--- src/rtl/timer_dev_pkg.sv ---
// Shared types and register-map constants for the memory-mapped countdown timer.
package timer_dev_pkg;

  localparam int unsigned ADDR_W = 32;
  localparam int unsigned DATA_W = 32;

  // Word offsets within the timer window, taken from Addr[3:2]
  localparam logic [1:0] OFF_CTRL   = 2'd0;
  localparam logic [1:0] OFF_PRESET = 2'd1;
  localparam logic [1:0] OFF_COUNT  = 2'd2;

  localparam logic [1:0] MODE_PERIODIC = 2'b01;

  typedef enum logic [1:0] {
    ST_IDLE = 2'd0,
    ST_LOAD = 2'd1,
    ST_CNT  = 2'd2,
    ST_INT  = 2'd3
  } state_t;

  // CTRL layout: [3] IM, [2:1] Mode, [0] Enable
  typedef struct packed {
    logic       im;
    logic [1:0] mode;
    logic       en;
  } ctrl_t;

endpackage

--- src/rtl/timer_dev.sv ---
// Memory-mapped countdown timer: CTRL/PRESET/COUNT registers, load/count FSM and
// an expiry flag that drives IRQ to CP0 when unmasked.
module timer_dev
  import timer_dev_pkg::*;
#(
  parameter logic [31:0] BASE_ADDR = 32'h0000_7F00,
  parameter int unsigned CNT_W     = 32
) (
  input  logic              clk,
  input  logic              reset,
  input  logic [ADDR_W-1:0] Addr,
  input  logic              WE,
  input  logic [DATA_W-1:0] Din,
  output logic [DATA_W-1:0] Dout,
  output logic              IRQ
);

  state_t           state_q, state_d;
  ctrl_t            ctrl_q, ctrl_d;
  logic [CNT_W-1:0] preset_q;
  logic [CNT_W-1:0] count_q, count_d;
  logic             flag_q, flag_d;

  logic hit;
  logic wr_ctrl;
  logic wr_preset;
  logic unused_ok;

  assign hit       = (Addr[31:4] == BASE_ADDR[31:4]);
  assign wr_ctrl   = WE && hit && (Addr[3:2] == OFF_CTRL);
  assign wr_preset = WE && hit && (Addr[3:2] == OFF_PRESET);
  assign unused_ok = ^{Addr[1:0], Din};

  // State and register updates
  always_ff @(posedge clk or negedge reset) begin
    if (!reset) begin
      state_q  <= ST_IDLE;
      ctrl_q   <= '0;
      preset_q <= '0;
      count_q  <= '0;
      flag_q   <= 1'b0;
    end else begin
      state_q <= state_d;
      ctrl_q  <= ctrl_d;
      count_q <= count_d;
      flag_q  <= flag_d;
      if (wr_preset) preset_q <= CNT_W'(Din);
    end
  end

  // Next-state, count and flag logic; a CTRL write overrides the FSM's own Enable clear
  always_comb begin
    state_d = state_q;
    ctrl_d  = ctrl_q;
    count_d = count_q;
    flag_d  = flag_q;

    if (wr_ctrl || wr_preset) flag_d = 1'b0;

    case (state_q)
      ST_IDLE: begin
        if (ctrl_q.en) state_d = ST_LOAD;
      end
      ST_LOAD: begin
        count_d = preset_q;
        state_d = ST_CNT;
      end
      ST_CNT: begin
        if (!ctrl_q.en) begin
          state_d = ST_IDLE;
        end else if (count_q > CNT_W'(1)) begin
          count_d = count_q - CNT_W'(1);
        end else begin
          count_d = '0;
          flag_d  = 1'b1;
          state_d = ST_INT;
        end
      end
      ST_INT: begin
        if (ctrl_q.mode == MODE_PERIODIC) begin
          flag_d  = 1'b0;
          state_d = ST_LOAD;
        end else begin
          ctrl_d.en = 1'b0;
          state_d   = ST_IDLE;
        end
      end
      default: state_d = ST_IDLE;
    endcase

    // Disabling through CTRL stops immediately and freezes COUNT
    if (wr_ctrl) begin
      ctrl_d = ctrl_t'(Din[3:0]);
      if (!Din[0]) begin
        state_d = ST_IDLE;
        count_d = count_q;
        flag_d  = 1'b0;
      end
    end
  end

  // Read mux, zero-extended; anything outside the three registers reads 0
  always_comb begin
    Dout = '0;
    if (hit) begin
      case (Addr[3:2])
        OFF_CTRL:   Dout = DATA_W'(ctrl_q);
        OFF_PRESET: Dout = DATA_W'(preset_q);
        OFF_COUNT:  Dout = DATA_W'(count_q);
        default:    Dout = '0;
      endcase
    end
  end

  assign IRQ = flag_q & ctrl_q.im;

endmodule
--- config.mk ---
export PLATFORM = sky130hd
export DESIGN_NAME = timer_dev
export DESIGN_NICKNAME = d
export VERILOG_FILES = /design/src/rtl/timer_dev_pkg.sv /design/src/rtl/timer_dev.sv
export SDC_FILE = /design/constraint.sdc
export NUM_CORES = 1
export LEC_CHECK = 0
export ABC_AREA = 0
export ABC_CLOCK_PERIOD_IN_PS = 3070
export CELL_PAD_IN_SITES_DETAIL_PLACEMENT = 1
export CELL_PAD_IN_SITES_GLOBAL_PLACEMENT = 2
export CORE_MARGIN = 1
export CORE_UTILIZATION = 32
export CTS_BUF_LIST = sky130_fd_sc_hd__clkbuf_2 sky130_fd_sc_hd__clkbuf_4 sky130_fd_sc_hd__clkbuf_8
export DETAILED_ROUTE_END_ITERATION = 10
export GPL_ROUTABILITY_DRIVEN = 0
export PLACE_DENSITY_LB_ADDON = 0.1
export SLEW_MARGIN = 25
export SYNTH_ARGS = -nofsm -noshare
export SYNTH_HDL_FRONTEND = slang
export SYNTH_SLANG_ARGS = --single-unit
--- constraint.sdc ---
create_clock -name clk -period 3.07 [get_ports clk]
set_clock_uncertainty 0.15 [all_clocks]
set_input_delay 0.7675 -clock clk [delete_from_list [all_inputs] [get_ports clk]]
set_output_delay 0.7675 -clock clk [all_outputs]
set_load 0.05 [all_outputs]
# After elaboration in Yosys (flattened, before gate mapping)
# Cells that the tools add are included.
[op_classes]
n_addsub = 1
magnitude_cmp = 1
n_eq_ne = 9
n_mux = 24
n_bitwise = 1
n_reduce_logical = 8
[op_table]
columns = ["operator", "count"]
rows = [
  ["two-way mux 32 bit", 5],
  ["one-hot mux 32 bit (3 select lines)", 1],
  ["one-hot mux 32 bit (2 select lines)", 1],
  ["> comparator 32 x 1 -> 1 bit, second input constant", 1],
  ["subtractor 32 x 1 -> 32 bit, second input constant", 1],
  ["== test 28 x 11 -> 1 bit, second input constant", 1],
  ["two-way mux 1 bit", 10],
  ["two-way mux 2 bit", 5],
  ["one-hot mux 2 bit (4 select lines)", 1],
  ["== test 2 x 1 -> 1 bit, second input constant", 3],
  ["== test 2 bit, second input constant", 3],
  ["logical NOT 2 bit", 2],
  ["inequality test 2 bit, second input constant", 2],
  ["logical AND 1 bit", 3],
  ["one-hot mux 1 bit (2 select lines)", 1],
  ["AND reduction 2 bit", 1],
  ["nonzero test 2 bit", 1],
  ["AND 1 bit", 1],
  ["logical OR 1 bit", 1],
]
[word_totals]
regBits = 71
output_inout_bits = 33
wordCells = 51

# Depth between registers and ports, before layout
[depth]
depth_word = 10
depth_mapped = 9

# Least setup slack after synthesis
# No wires, ideal clock.
[synth_path]
kind = "in2out"
startpoint = "in Addr[17]"
endpoint = "out Dout[10]"
arrival_time_ns = 2.646
required_ns = 2.152
path_slack_ns = -0.494
stages = 6
n_path_buf = 2
path_cell_list = "nor4b_1 nand4_1 or2_2 clkbuf_1 buf_1 nor2_1"
[synth_via]
elab_chain_len = 2
[synth_lines]
columns = ["item", "line_no", "source"]
rows = [
  ["start: declaration", "timer_dev.sv:11", "input logic [ADDR_W-1:0] Addr,"],
  ["== test 28 x 11 -> 1 bit", "timer_dev.sv:29", "assign hit = (Addr[31:4] == BASE_ADDR[31:4]);"],
  ["two-way mux 32 bit", "timer_dev.sv:105", "if (hit) begin"],
  ["end: declaration", "timer_dev.sv:14", "output logic [DATA_W-1:0] Dout,"],
]
# Every way passes these cells.

# Final worst setup path
[layout_path]
startpoint = "in Addr[31]"
endpoint = "out Dout[9]"
# The elaborated chain is that of the path after synthesis.

==> run metrics <==
fraction of layout cells with a size suffix above 1 approximately two fifths; critical path's slowest cell or2_4; endpoints failing setup 7; GRT busiest layer met2; crit share post-route 100%; reg2reg path depth 7; IO Port Bufs 97; hold_buf cts 0; core area 0.0132 mm²; antenna-violating nets left 0; crit-path max cell delay ~0.30 ns; cell family with most CP delay simple AND/OR/NAND/NOR gates; R2R Path End count_q[19]; drt drc 0; worst-skew pair later-pin latency 0.37 ns; critical path startpoint category input port; # H-tree levels 3; Worst EP arrival about 2.2 ns; failing checks setup timing; Fillers 1,447; Hold Path Class in -> async; WL per Instance around 20 µm; status finished, violations left; met1 Use GR between 20 and 30%; M2 GR Usage approximately two fifths; CP Launch Point Addr[31]; commonest non-fill, non-tap cell in the layout dfrtp_1; Finished Cell Area about 0.007 mm²; FMAX around 0.32 GHz; Synth Register Bits 71; CTS tree yes; Net count, final about 670; Setup WS post-layout -0.0135 ns; CTS buffer count 9; Area Growth Syn to Fin 59.8%; vias in the first global route about 4,800; Post-Route WL 16.0 mm; CP bufs+invs 4; diode count 0; RSZ-0062 raised after global routing yes; Post-synth EDFFs 0; Worst Max-Slew Pin Slew roughly 0.55 ns; most frequent cells in the layout 71 x dfrtp_1, 43 x buf_4, 38 x buf_12; global-route wire length before repair 25.2 mm; VDD IR max approximately 0.00018 V; Critical Setup Path Class in -> out; Leak between 2 and 3 nW; Fin. Hold Viols 0; post-DP HPWL between 10 and 15 mm; initial antenna violation count 0; dpl cell area 0.00634 mm²; number of cells on the critical path 8; slew margin rel. 62.8%; ys flop type dfrtp_1; Ys Warns 0; CP Max Fanout 6; setup TNS -0.0745 ns; Async SR Flop Fraction 100%; max cap viols 0; clock buffer depth 2; Worst Setup EP Dout[9]; Mean Syn Cell Area 9.35 µm²; die extent in y around 120 µm; largest net degree at the start of global routing between 70 and 80; Syn Inst Count ~470; Slew Limit Fails 0; minimum clock period between 3 and 4 ns; CTS sink count between 70 and 80; sequential share of the synthesized area 40.8%; crit end category output pin; drt pass-1 iters 4; GRT overflow 0; met3 Usage GRT under 10%; clock slew at reported path FFs 0.08 ns; reg-to-reg slack, setup approximately 0.3 ns; post-synthesis cell type count 58; DR iter-0 viols ~220; Post-Syn Area between 0.004 and 0.005 mm²; clk root buf clkbuf_8; Initial Utilization 32.9%; P per Cell Area roughly 290 mW/mm²; die area ~0.014 mm²; Horiz. Die Dim roughly 120 µm; syn_nets approximately 540; Worst Path Required 2.15 ns; top-level I/O count 100; start of the worst register-to-register path count_q[16]; site row count 42; GRT Overall Usage between 20% and 30%; routed vias approximately 4,400; CP cell instances clkdlybuf4s15_1 > nor4_4 > nand3_2 > or2_4 > buf_12 > clkbuf_16 > nor2_4 > buf_12; most used cell, CP buf_12; drt via density 5.62; Power Total 1.99 mW; worst slack at placement -0.428 ns
## worst min path at each step
stage,start,end,slack (ns),cells past startpoint
2_1_floorplan,reset,count_q[0],0.32,0
3_3_place_gp,ctrl_q[3],ctrl_q[3],0.36,1
3_5_place_dp,preset_q[17],preset_q[17],0.37,1
4_1_cts,reset,count_q[25],0.28,2
5_1_grt,reset,count_q[25],0.32,2
6_report,reset,count_q[25],0.27,2
## logic make-up (layout without fill, tap and decap cells)
logic type	count (synthesis)	in the layout	synth area share, %
AND/OR/NAND/NOR	179	179	22.0
AO/OA/AOI/OAI	129	129	21.5
multiplexers	39	39	9.97
flip-flops	71	71	40.8
buffers and inverters	46	188	5.14
adder cells (fa/ha/maj)	2	2	0.574
## final cells by class
type                       instances  area, µm²  share of cell area, %
multi-input combinational        349       2780                   39.9
inverter                          11       46.3                  0.665
clock inverter                     3       65.1                  0.935
sequential                        71       1780                   25.5
timing repair buffer             161       1910                   27.4
tap                              176        220                   3.16
clock buffer                      13        166                   2.39
## metal layers
metal	routed length [µm]	up-vias	share of wire [%]
met5	0	-	0
met4	226	0	1.4
met3	547	18	3.4
met2	8410	83	53
met1	6770	2254	42
li1	-	2048	-
## where the power goes
part | leakage, nW | total [mW] | internal [mW] | switching, mW
combinational | 1.76 | 0.165 | 0.0908 | 0.0738
clock | 0.120 | 0.893 | 0.519 | 0.374
sequential | 0.987 | 0.934 | 0.934 | 0.000000232
## state kept, by name, summed over array words and instances, names as in the netlist
register  flops
count_q      32
preset_q     32
ctrl_q        4
state_q       2
flag_q        1
## synth_stat cells (3+ instances only)
cell,instances,area (µm²)
nor3_1,20,100
a22oi_1,35,263
nand2_1,31,116
nand4_1,7,43.8
o311ai_0,3,26.3
nor4_4,3,63.8
clkbuf_1,19,71.3
o21ai_1,3,15.0
o22ai_1,3,18.8
or4_1,3,22.5
a32oi_1,5,43.8
o31ai_1,5,37.5
nor2_1,58,218
nand2b_1,5,31.3
nand3_1,16,80.1
a22o_1,7,61.3
buf_2,5,25.0
nor4_1,13,81.3
dfrtp_1,71,1780
o211ai_1,4,30.0
or4_4,3,33.8
mux2i_1,4,40.0
o2bb2ai_1,7,61.3
mux2_1,3,33.8
buf_4,4,30.0
mux2_2,32,360
o41ai_1,4,35.0
a21oi_1,14,70.1
inv_1,10,37.5
or3_1,5,31.3
buf_1,3,11.3
buf_6,4,45.0
o21ai_0,24,120
## worst register-to-register path, delay by kind of cell (launching register included)
family / cells / cell delay [ns]
AOI/OAI and AO/OA: 2 / 0.39
buffers and inverters: 1 / 0.25
DFF: 1 / 0.48
and+or+nand+nor: 4 / 1.40
## stage by stage
step / util [%] / std cells / hold WS [ns]
after floorplan: - / 466 / 0.322
after global placement: 47.9 / 751 / 0.359
after detailed placement: 47.9 / 751 / 0.368
after CTS: 51.8 / 782 / 0.283
after global routing: 52.6 / 784 / 0.315
final: 52.6 / 784 / 0.271
## repair_timing
item | 4_1_cts | 5_1_grt
gates resized for setup | 145 | 23
cloned | 2 | 3
setup buffers | 13 | 3
pin swaps | 14 | 8
setup endpoints to repair | 32 | 53
Note: power is estimated with default switching activity, not from simulation.
